**config.mk**
```make
export PLATFORM = sky130hd
export DESIGN_NAME = two_digit_scan_ctrl
export DESIGN_NICKNAME = d
export VERILOG_FILES = /design/src/rtl/two_digit_scan_ctrl.sv
export SDC_FILE = /design/constraint.sdc
export NUM_CORES = 1
export LEC_CHECK = 0
export BUFFER_PORTS_ARGS = -buffer_cell sky130_fd_sc_hd__buf_2
export CAP_MARGIN = 20
export CORE_UTILIZATION = 35
export CTS_BUF_LIST = sky130_fd_sc_hd__clkbuf_8
export DETAILED_ROUTE_END_ITERATION = 10
export PLACE_DENSITY = 0.57
export SLEW_MARGIN = 5
export SYNTH_ARGS = -nofsm -noshare
export SYNTH_HDL_FRONTEND = slang
export SYNTH_SLANG_ARGS = --single-unit
```
**constraint.sdc**
```tcl
create_clock -name clk -period 5.4 [get_ports clk]
set_input_delay 0.27 -clock clk [delete_from_list [all_inputs] [get_ports clk]]
set_output_delay 0.27 -clock clk [all_outputs]
set_load 0.01 [all_outputs]
```
**src/rtl/two_digit_scan_ctrl.sv**
```systemverilog
// rtl/two_digit_scan_ctrl.sv - two-digit 7-segment scan controller with blanking and frame-synchronous value commit
//
// Scans a two-digit BCD value onto a shared seven_seg decoder. Each digit is
// preceded by a blank phase (enables off, nibble already presented) so the
// decoder settles before the digit lights. New values are held in a shadow
// register and committed only at the frame boundary.
//
// Ports:
//   clk         in   system clock, rising edge
//   rst         in   asynchronous active-high reset
//   load        in   update request, sampled each rising edge
//   value_in    in   [7:4] tens BCD, [3:0] ones BCD
//   ready       out  high when no update is pending
//   digit_data  out  nibble for the seven_seg decoder
//   dig_en      out  digit enables, [1] tens, [0] ones
//   bcd_err     out  committed value holds a nibble > 9
//   frame_tick  out  one-cycle pulse at each frame boundary
module two_digit_scan_ctrl #(
   parameter int REFRESH_DIV  = 50000,
   parameter int BLANK_CYCLES = 16,
   parameter int LZB          = 1
) (
   input  logic       clk,
   input  logic       rst,
   input  logic       load,
   input  logic [7:0] value_in,
   output logic       ready,
   output logic [3:0] digit_data,
   output logic [1:0] dig_en,
   output logic       bcd_err,
   output logic       frame_tick
);

   localparam int MAX_LEN = (REFRESH_DIV > BLANK_CYCLES) ? REFRESH_DIV : BLANK_CYCLES;
   localparam int CW      = (MAX_LEN > 1) ? $clog2(MAX_LEN) : 1;

   localparam logic [CW-1:0] BLANK_LAST = CW'(BLANK_CYCLES - 1);
   localparam logic [CW-1:0] SHOW_LAST  = CW'(REFRESH_DIV - 1);

   typedef enum logic [1:0] {
      BLANK_ONES = 2'd0,
      SHOW_ONES  = 2'd1,
      BLANK_TENS = 2'd2,
      SHOW_TENS  = 2'd3
   } state_t;

   state_t        state;
   state_t        nxt_state;
   logic [CW-1:0] cnt;
   logic [7:0]    disp;
   logic [7:0]    pend;
   logic          pend_v;

   logic          phase_end;
   logic          commit;
   logic [7:0]    nxt_disp;
   logic          nxt_pend_v;
   logic [3:0]    nxt_data;
   logic [1:0]    nxt_en;

   always_comb begin
      phase_end = (state == BLANK_ONES || state == BLANK_TENS) ? (cnt == BLANK_LAST)
                                                               : (cnt == SHOW_LAST);
      nxt_state = state;
      if (phase_end) begin
         case (state)
            BLANK_ONES: nxt_state = SHOW_ONES;
            SHOW_ONES:  nxt_state = BLANK_TENS;
            BLANK_TENS: nxt_state = SHOW_TENS;
            SHOW_TENS:  nxt_state = BLANK_ONES;
            default:    nxt_state = BLANK_ONES;
         endcase
      end

      commit = phase_end && (state == SHOW_TENS);

      // A load coinciding with the commit edge bypasses the shadow register.
      nxt_disp   = disp;
      nxt_pend_v = pend_v;
      if (commit) begin
         if (load)
            nxt_disp = value_in;
         else if (pend_v)
            nxt_disp = pend;
         nxt_pend_v = 1'b0;
      end else if (load) begin
         nxt_pend_v = 1'b1;
      end

      // Outputs are decoded from the next state so the registered pins line up
      // with the state register in the same cycle.
      nxt_data = nxt_disp[3:0];
      nxt_en   = 2'b00;
      case (nxt_state)
         BLANK_ONES: nxt_data = nxt_disp[3:0];
         SHOW_ONES: begin
            nxt_data = nxt_disp[3:0];
            nxt_en   = (nxt_disp[3:0] <= 4'd9) ? 2'b01 : 2'b00;
         end
         BLANK_TENS: nxt_data = nxt_disp[7:4];
         SHOW_TENS: begin
            nxt_data = nxt_disp[7:4];
            if (nxt_disp[7:4] <= 4'd9 && !((LZB != 0) && nxt_disp[7:4] == 4'd0))
               nxt_en = 2'b10;
         end
         default: nxt_en = 2'b00;
      endcase
   end

   always_ff @(posedge clk or posedge rst) begin
      if (rst) begin
         state      <= BLANK_ONES;
         cnt        <= '0;
         disp       <= 8'h00;
         pend       <= 8'h00;
         pend_v     <= 1'b0;
         ready      <= 1'b1;
         digit_data <= 4'h0;
         dig_en     <= 2'b00;
         bcd_err    <= 1'b0;
         frame_tick <= 1'b0;
      end else begin
         state      <= nxt_state;
         cnt        <= phase_end ? '0 : cnt + CW'(1);
         disp       <= nxt_disp;
         if (load && !commit)
            pend <= value_in;
         pend_v     <= nxt_pend_v;
         ready      <= !nxt_pend_v;
         digit_data <= nxt_data;
         dig_en     <= nxt_en;
         // Follows the committed register, so it lags a commit by one cycle.
         bcd_err    <= (disp[7:4] > 4'd9) || (disp[3:0] > 4'd9);
         frame_tick <= commit;
      end
   end

endmodule

```
==> run summary <==
The final routed wirelength across all metal layers is 4.03 mm. Once detail routing completed, the nets flagged for antenna violations numbered 0. In the synthesized netlist the async set-or-reset flop fraction comes to 100%.

The clock network burns 38.9% of the power. The logs give 0.160 mV for the largest voltage drop on the vdd net and 2 for the maximum buffer depth of the clock tree. The tools report the count of endpoints failing setup in the final report as 0. In the synthesized netlist the dominant register cell turns out to be dfrtp_1. TritonCTS built the clock tree.

Hold repair after CTS inserted 0 buffers. Number of buffers and inverters on the critical path: 1. The detailed router placed 1456 vias in this run. For the worst setup path, the data arrival time is 3.12 ns.

The critical path in this run is classified as flip-flop to flip-flop. The count of antenna diodes in the layout came out at 0. The tree is rooted in a clkbuf_8. After global routing the overflow that remains totals 0. The critical-path maximum fanout is 13. The type of element launching the critical path was a flip-flop.

The switching portion of total power is 22.6%. The final layout contains 233 nets. Power comes to 0.643 mW. The global-route wire length before repair was 6.91 mm; the share of power burned in registers was 54.6%. For the global-route usage over all layers, the log shows 14.6%. The die is 79.0 um tall. The die extent in x was 79.0 um. The critical path's top delay family is multiplexers.

Using the TritonRoute via totals, the vias-per-cell ratio works out to 5.00. After layout, the worst path uses 54.3% of the clock period. The largest individual stage delay along the critical path comes from the cell or4_4. After detailed routing, the average wire length per cell comes to 13.8 um. Hold violation total from the final report: 0. For this run, the register share of the synthesized area comes to 53.1%. The shortest period the worst path allows is 2.93 ns. The I/O pin count is 20.

The flow ran to the end, and the final reports show no timing, DRC or antenna violations. For this run, design rule violations remaining after detail routing come to 0. Static timing analysis puts the maximum clock frequency at 0.341 GHz. The relative slew slack was 62.9%. The number of cells on the worst reg-to-reg path is 6. At the worst endpoint, the required time is 5.58 ns. The floorplan has 27 rows. The setup slack after placement was 2.43 ns; the register bit total from synthesis was 44. For the number of DRC violations after detailed-routing iteration 0, the log shows 110. The critical path goes through or4_4 -> mux2_2 -> nor3_4 -> mux2i_1 -> inv_1 -> mux2_2. The tools report the full die area as 6240 um^2.

For the initial antenna violation count, the log shows 0. Entering global routing, the biggest net connects 45 pins. The analysis attributes to cell leakage a power of 1.10 nW. The min-delay analysis places its worst path in the category primary input to asynchronous set/reset pin. The first-pass iteration count of the detailed router is 4, and the total internal power is 0.498 mW. The beginning of the worst register-to-register path is state[0].

The sum of negative setup slack came out at 0 ns. For the pin with the worst max-slew slack, the measured transition is 0.556 ns. Total clock buffers created by CTS: 5. Gates resized during post-CTS repair numbered 0. Counting stages on the worst path, the most repeated cell is mux2_2.

Routability-driven placement finished with a final weighted congestion of 0.764. In the post-route analysis, the smallest setup slack over all paths is 2.47 ns. The cell area that synthesis handed to floorplanning was 2080 um^2. The logs give 6.5% for the combinational group share of total power and 37.0% for the starting utilization of the core area. The later pin in the worst-skew pair is clocked with a latency of 0.29 ns.

The Yosys warning count was 0; the clock skew after layout was 0.00465 ns. The tools report the end of the worst register-to-register path as digit_data[0]. The core region is 5610 um^2. The number of buffer cells added on primary ports was 19.

The growth of design area from synthesis to finish was 13.9%. The capturing element type of the critical path was a flip-flop. Final number of max-transition violations: 0. The tools report the number of distinct library cell variants in the gate-level netlist after synthesis as 35. After clock tree synthesis, the clock-pin slew on the worst setup and hold paths is 0.08 ns. In this run the power spent charging and discharging nets is 0.145 mW. The largest stage delay on the critical path came out at 0.57 ns. For this design, the sink count on the clock tree is 44. Detailed placement finished with a half-perimeter wire length of 2.91 mm. The max-cap check violation count is 0, and the synthesized instance count is 195. Setup repair after global routing left no endpoint under its margin. Internal reg-to-reg setup slack: 2.47 ns. The number of nets handed over by synthesis was 210. In this run the number of H-tree levels came out at 2. Power spread over the standard cell area amounts to 272 nW/um^2. The average instance in the mapped netlist occupies 10.6 um^2. In this run, synthesis inferred 0 flip-flops with an integrated enable.

The via count of the first global-routing pass was 1425. Counting the fill cells in the layout gives 576. Buffers added to address setup during post-CTS repair amount to 0. In the final layout, the share of cells above drive strength 1 is 21.0%.
[cell type report]
| class | instances | area, um^2 | share of cell area, % |
|---|---|---|---|
| clock buffers | 5 | 68.8 | 2.91 |
| repair buffers | 20 | 103 | 4.34 |
| inverters | 10 | 37.5 | 1.59 |
| flip-flops and latches | 44 | 1100 | 46.6 |
| clock inverters | 3 | 42.5 | 1.80 |
| multi-input cells | 137 | 920 | 38.9 |
| well taps | 72 | 90.1 | 3.81 |
[cell families after synthesis]
logic type	after synthesis	share of synthesized area, %
xor gates and xnor gates	14	5.91
DFF	44	53.1
AOI/OAI and AO/OA	27	8.80
adders and majority gates	4	2.41
buffers and inverters	14	2.59
muxes	13	7.47
and+or+nand+nor	79	19.7
[how the worst max path moves through the flow]
stage | startpoint | endpoint | slack (ns) | cells past startpoint
final | state[0] | digit_data[0] | 2.47 | 6
after global routing | state[0] | digit_data[0] | 2.28 | 6
after global placement | state[0] | digit_data[0] | 2.50 | 6
after CTS | state[0] | digit_data[0] | 2.42 | 6
after detailed placement | state[0] | digit_data[0] | 2.43 | 6
after floorplan | state[0] | dig_en[1] | 2.84 | 7
[synth_stat cells, drive strengths merged (3+ instances only)]
cell / instances / area [um^2]
mux2: 10 / 113
clkbuf: 3 / 11.3
a22o: 3 / 26.3
a41oi: 3 / 26.3
dfrtp: 43 / 1080
inv: 10 / 37.5
nor2b: 6 / 37.5
xor2: 8 / 70.1
o21ai: 8 / 40.0
a21oi: 8 / 47.6
nor2: 21 / 78.8
nand2: 22 / 92.6
nor3: 6 / 41.3
ha: 4 / 50.1
a32oi: 4 / 35.0
nand3: 6 / 30.0
and4: 3 / 26.3
and3: 6 / 37.5
xnor2: 6 / 52.6
mux2i: 3 / 42.5
[worst register-to-register path: stages (launching register included)]
cell and delay, ns:
dfrtp_1 0.44, or4_4 0.58, mux2_2 0.34, nor3_4 0.51, mux2i_1 0.50, inv_1 0.17, mux2_2 0.29
[through the flow]
stage / cells / utilization, % / cell area [um^2] / hold slack, ns
5_1_grt: 291 / 42.1 / 2360 / 0.137
3_5_place_dp: 283 / 40.2 / 2250 / 0.437
3_3_place_gp: 283 / 40.2 / 2250 / 0.438
2_1_floorplan: 195 / - / 2080 / 0.421
6_report: 291 / 42.1 / 2360 / 0.0799
4_1_cts: 291 / 42.1 / 2360 / 0.110
[placed cells by master (no fill, tap or decap), types with 3 or more instances in the layout]
cell	n
dfrtp_1	43
nor2_1	21
nand2_1	20
buf_2	19
mux2_2	10
inv_1	9
o21ai_0	8
xor2_1	8
and3_1	6
xnor2_1	6
nor2b_1	6
nand3_1	6
a21oi_1	6
nor3_1	5
clkbuf_8	5
a32oi_1	4
ha_1	4
and4_1	3
a41oi_1	3
a22o_1	3
[layer usage]
metal,GRT usage (%),wire (um),vias to the layer above
met3,3.45,114,4
met2,19.9,1710,25
met1,22.0,2140,703
li1,-,-,724
met5,0,0,-
met4,5.45,60,0
[state kept, by name (all words and copies together), names as in the netlist]
name and cells:
bcd_err 1, cnt 16, dig_en 2, digit_data 4
disp 8, frame_tick 1, pend 8, pend_v 1
ready 1, state 2
[power groups by stage]
stage               Combinational (mW)  Sequential (mW)  Clock (mW)
global placement                0.0423            0.358           0
CTS                             0.0430            0.351       0.259
finish                          0.0417            0.351       0.250
floorplan                       0.0254            0.357           0
detailed placement              0.0429            0.358           0
global route                    0.0475            0.353       0.270
Note: power is estimated with default switching activity, not from simulation.
